File: config.mk
export PLATFORM = sky130hd
export DESIGN_NAME = sq_commit_ctrl
export DESIGN_NICKNAME = d
export VERILOG_FILES = /design/src/rtl/sq_commit_ctrl.sv
export SDC_FILE = /design/constraint.sdc
export NUM_CORES = 1
export LEC_CHECK = 0
export BUFFER_PORTS_ARGS = -buffer_cell sky130_fd_sc_hd__clkbuf_2
export CAP_MARGIN = 10
export CORE_UTILIZATION = 50
export DETAILED_ROUTE_END_ITERATION = 8
export MAX_ROUTING_LAYER = met4
export PLACE_DENSITY = 0.69
export SLEW_MARGIN = 20
export SYNTH_ARGS = -nofsm -noshare
export SYNTH_HDL_FRONTEND = slang
export SYNTH_SLANG_ARGS = --single-unit
export TNS_END_PERCENT = 30
File: constraint.sdc
create_clock -name i_clk -period 6 [get_ports i_clk]
set_clock_uncertainty 0.2 [all_clocks]
set_input_delay 1.8 -clock i_clk [delete_from_list [all_inputs] [get_ports i_clk]]
set_output_delay 1.8 -clock i_clk [all_outputs]
set_load 0.02 [all_outputs]
File: src/rtl/sq_commit_ctrl.sv
// Store-queue commit/drain control: allocates tags at tail, tracks address/commit state, drains head to memory.
// Status outputs come from registered state; a drain write holds o_mem_req/o_mem_tag until i_mem_ack.
module sq_commit_ctrl #(
  parameter int WIDTH = 5
) (
  input  logic             i_clk,
  input  logic             i_rst_n,
  input  logic             i_alloc,
  output logic [WIDTH-1:0] o_alloc_tag,
  output logic             o_full,
  output logic             o_empty,
  output logic [WIDTH:0]   o_count,
  input  logic             i_addr_val,
  input  logic [WIDTH-1:0] i_addr_tag,
  input  logic             i_commit,
  input  logic             i_flush,
  output logic             o_mem_req,
  output logic [WIDTH-1:0] o_mem_tag,
  input  logic             i_mem_ack
);

  localparam int SIZE = 2**WIDTH;

  typedef enum logic {IDLE, REQ} state_e;

  state_e           state_q, state_d;
  logic [WIDTH:0]   head_q, head_d, cmt_q, cmt_d, tail_q, tail_d;
  logic [SIZE-1:0]  val_q, val_d, rdy_q, rdy_d, done_q, done_d;
  logic [WIDTH-1:0] mem_tag_q, mem_tag_d;

  logic [WIDTH-1:0] head_idx, cmt_idx, tail_idx;
  logic [WIDTH:0]   flush_cnt;
  logic [WIDTH-1:0] off;
  logic             full;

  assign head_idx  = head_q[WIDTH-1:0];
  assign cmt_idx   = cmt_q[WIDTH-1:0];
  assign tail_idx  = tail_q[WIDTH-1:0];
  assign full      = (head_idx == tail_idx) && (head_q[WIDTH] != tail_q[WIDTH]);
  assign flush_cnt = tail_q - cmt_q;

  assign o_full      = full;
  assign o_empty     = (head_q == tail_q);
  assign o_count     = tail_q - head_q;
  assign o_alloc_tag = tail_idx;
  assign o_mem_req   = (state_q == REQ);
  assign o_mem_tag   = mem_tag_q;

  always_comb begin
    state_d   = state_q;
    head_d    = head_q;
    cmt_d     = cmt_q;
    tail_d    = tail_q;
    val_d     = val_q;
    rdy_d     = rdy_q;
    done_d    = done_q;
    mem_tag_d = mem_tag_q;
    off       = '0;

    if (i_flush) begin
      // Uncommitted window is [cmt, tail); offset from cmt decides membership.
      for (int i = 0; i < SIZE; i++) begin
        off = WIDTH'(i) - cmt_idx;
        if ({1'b0, off} < flush_cnt) begin
          val_d[i] = 1'b0;
          rdy_d[i] = 1'b0;
        end
      end
      tail_d = cmt_q;
    end else begin
      if (i_alloc && !full) begin
        val_d[tail_idx]  = 1'b1;
        rdy_d[tail_idx]  = 1'b0;
        done_d[tail_idx] = 1'b0;
        tail_d           = tail_q + 1'b1;
      end
      if (i_addr_val && val_q[i_addr_tag]) begin
        rdy_d[i_addr_tag] = 1'b1;
      end
      if (i_commit && (cmt_q != tail_q)) begin
        done_d[cmt_idx] = 1'b1;
        cmt_d           = cmt_q + 1'b1;
      end
    end

    // Head entry is always committed, so it never overlaps the flush window or the alloc slot.
    case (state_q)
      IDLE: begin
        if (val_q[head_idx] && rdy_q[head_idx] && done_q[head_idx]) begin
          state_d   = REQ;
          mem_tag_d = head_idx;
        end
      end
      REQ: begin
        if (i_mem_ack) begin
          val_d[head_idx]  = 1'b0;
          rdy_d[head_idx]  = 1'b0;
          done_d[head_idx] = 1'b0;
          head_d           = head_q + 1'b1;
          state_d          = IDLE;
        end
      end
    endcase
  end

  always_ff @(posedge i_clk or negedge i_rst_n) begin
    if (!i_rst_n) begin
      state_q   <= IDLE;
      head_q    <= '0;
      cmt_q     <= '0;
      tail_q    <= '0;
      val_q     <= '0;
      rdy_q     <= '0;
      done_q    <= '0;
      mem_tag_q <= '0;
    end else begin
      state_q   <= state_d;
      head_q    <= head_d;
      cmt_q     <= cmt_d;
      tail_q    <= tail_d;
      val_q     <= val_d;
      rdy_q     <= rdy_d;
      done_q    <= done_d;
      mem_tag_q <= mem_tag_d;
    end
  end

endmodule

==> out/qor.txt <==
Critical Path AT: 2.71 ns
syn_nets: 1106
max cap viols: 0
total die area: 19100 sq um
synth warn: 0
Fillers: 1622
Routed Antenna Nets: 0
IO Count: 31
Yosys reg bits: 120
simple-gate share of the synthesized area: 0.184
worst setup path class: flop to primary output
max incr delay on CP: 0.46 ns
hold_buf cts: 0
Static Leak: 4.27 nW
Initial Utilization: 0.513
Setup Viol. Count Final: 0
Die Wd: 138 um
post-CTS sizing: 0
Max Slew Vio Count: 0
die height: 138 um
Syn Inst Count: 1039
worst-case reg-to-reg path depth: 9
Worst path slowest cell: ha_1
Tmin final: 4.71 ns
clk buf depth: 2
setup repair after global routing missed its margin: false
CP Capture Type: primary output
crit start category: flop
clock latency on the worst-skew pair: 0.43 ns
Synth top area share: 0.324
Yosys top cell by area: dfrtp_1
routed wire length per instance: 24.9 um
initial antenna violation count: 0
Vias/cell: 6.68
Final #Nets: 1098
largest net degree at the start of global routing: 52
vias in the first global route: 8379
EDFF count, synth: 0
PD cells: 698 nW/um^2
cts bufs inserted: 17
initial drt markers: 1059
worst path required time: 4.00 ns
R2R Path End: val_q[12]
multiplexer area fraction after synthesis: 0.0795
Synth Area in Adders: 0.108
Crit path max-delay family: buffers and inverters
layout cell share with drive strength beyond 1: 0.131
H-tree levels: 4
core area: 18100 sq um
final worst setup slack: 1.29 ns
failing checks: design-rule violations
Area contributors post-synth: dfrtp_1 32%, ha_1 7.0%, a21oi_1 4.5%, nor2_1 4.5%, mux4_2 3.9%
total grt overflow: 0
Cell Rows: 49
Final period util: 0.785
Synth Area in Compound Gates: 0.195
asr flop ratio synth: 1.00
worst reg2reg startpoint: cmt_q[3]
Mapped Area: 9280 sq um
post-DP HPWL: 23200 um
GRT Util Overall: 0.352
most frequent cells in the layout: 119 x dfrtp_1, 111 x nor2_1, 96 x nand2_1, 84 x a21oi_1, 52 x ha_1
hold path depth: 1
Least-Margin Pin Slew: 1.12 ns
xor/xnor share of the synthesized area: 0.0491
CTS clk-pin slew, worst paths: 0.05 ns
hold endpoint: o_mem_tag[1]
Fin Setup TNS: 0 ns
Peak VDD IR: 0.374 mV
status: complete, but fails checks
Hold Path Class: flop to flop
CP startpoint: head_q[1]
Slew headroom: 0.249
drt pass-1 iters: 7
Area Growth Syn to Fin: 7.60%
CTS tree: done
Final Hold Viols: 0
dominant synthesized flop cell: dfrtp_1
setup repair bufs after CTS: 0
clk root buf: clkbuf_16
Worst Hold Launch: o_mem_tag[1]
# diodes: 0
crit path max fanout: 10
r2r setup slk: 1.78 ns
sequential cell area fraction in the yosys report: 0.324
Routed WL: 31700 um
RePlAce Congestion: 1.02
dpl ws: 1.38 ns
global-route wire length before repair: 49300 um
largest family of logic cells by synthesized area: compound AO/OA/AOI/OAI gates
total via count after detailed routing: 8496
Critical path buffers and inverters: 2
DRC: 4
Fmax: 212 MHz
count of different cell masters after synthesis: 83
commonest non-fill, non-tap cell in the layout: dfrtp_1
clk sinks: 120
port bufs: 30
Mapped Avg Cell Area: 8.93 sq um
worst path cell trace: clkinv_1 -> ha_1 -> nor2b_1 -> o21ai_0 -> nand2b_1 -> a21o_1 -> a21oi_1 -> xor2_1 -> clkbuf_2
[power breakdown]
group / internal (mW) / total (mW) / switching, mW
Sequential: 0.975 / 1.22 / 0.248
Combinational: 1.80 / 4.73 / 2.93
Clock: 0.618 / 1.01 / 0.395
[kinds of logic (layout without fill, tap and decap cells)]
logic type / Yosys count / count (layout)
DFF: 120 / 120
adders and majority gates: 82 / 82
muxes: 52 / 52
xor gates and xnor gates: 49 / 49
AOI/OAI and AO/OA: 271 / 271
and+or+nand+nor: 353 / 353
buffers and inverters: 112 / 116
[cell usage after synthesis (12+ instances only)]
master / n
dfrtp_1: 120
nor2_1: 111
nand2_1: 96
a21oi_1: 84
ha_1: 52
xnor2_1: 39
inv_1: 38
clkbuf_1: 35
a22oi_1: 33
o21ai_0: 30
nand4_1: 25
nor3_1: 25
mux2i_1: 22
nor2b_1: 22
maj3_2: 16
mux4_2: 16
o21ai_1: 15
a31oi_1: 14
and2_1: 13
a21o_1: 12
buf_2: 12
[final cells by class]
class	count	area, sq um	share of cell area
well taps	229	287	0.0287
repair buffers	41	235	0.0236
clock inverters	12	126	0.0127
multi-input cells	807	5730	0.573
inverters	44	165	0.0165
flip-flops and latches	120	3000	0.301
clock buffers	19	443	0.0444
[worst register-to-register path: stages, from the launching register on]
cell and delay [ns]:
dfrtp_1 0.80, inv_2 0.34, ha_1 0.60, o21ai_1 0.16, a21oi_1 0.06, o41ai_1 0.66
or2_2 0.40, a21oi_1 0.06, o21ai_0 0.68, nor2_1 0.12
[flip-flops by register name, summed over array words and instances (netlist names)]
signal / cells
cmt_q: 6
val_q: 32
o_mem_tag: 5
o_mem_req: 1
head_q: 6
tail_q: 6
rdy_q: 32
done_q: 32
[metrics by stage]
stage	instance area (sq um)	util	instances	hold WS (ns)	total power, mW
floorplan	9280	-	1039	0.260	4.58
global placement	9420	0.521	1241	0.272	5.75
detailed placement	9420	0.521	1241	0.281	5.83
CTS	9990	0.552	1272	0.293	6.85
global route	9990	0.552	1272	0.325	7.38
finish	9990	0.552	1272	0.290	6.97
[routing by layer]
metal | routed length [um] | track usage | vias to the layer above
met5 | 0 | - | -
met4 | 2120 | 0.225 | 0
met3 | 3010 | 0.0842 | 148
met2 | 13700 | 0.503 | 541
met1 | 12900 | 0.446 | 4064
li1 | - | - | 3743
[worst max-delay path by stage]
stage / to / slack [ns] / depth (start not counted)
final: o_count[5] / 1.29 / 9
after global routing: o_count[5] / 1.11 / 9
after CTS: o_count[5] / 1.27 / 9
after detailed placement: rdy_q[15] / 1.38 / 8
after global placement: rdy_q[15] / 1.41 / 8
after floorplan: o_count[5] / 1.78 / 9
(Power assumes the default switching activity.)
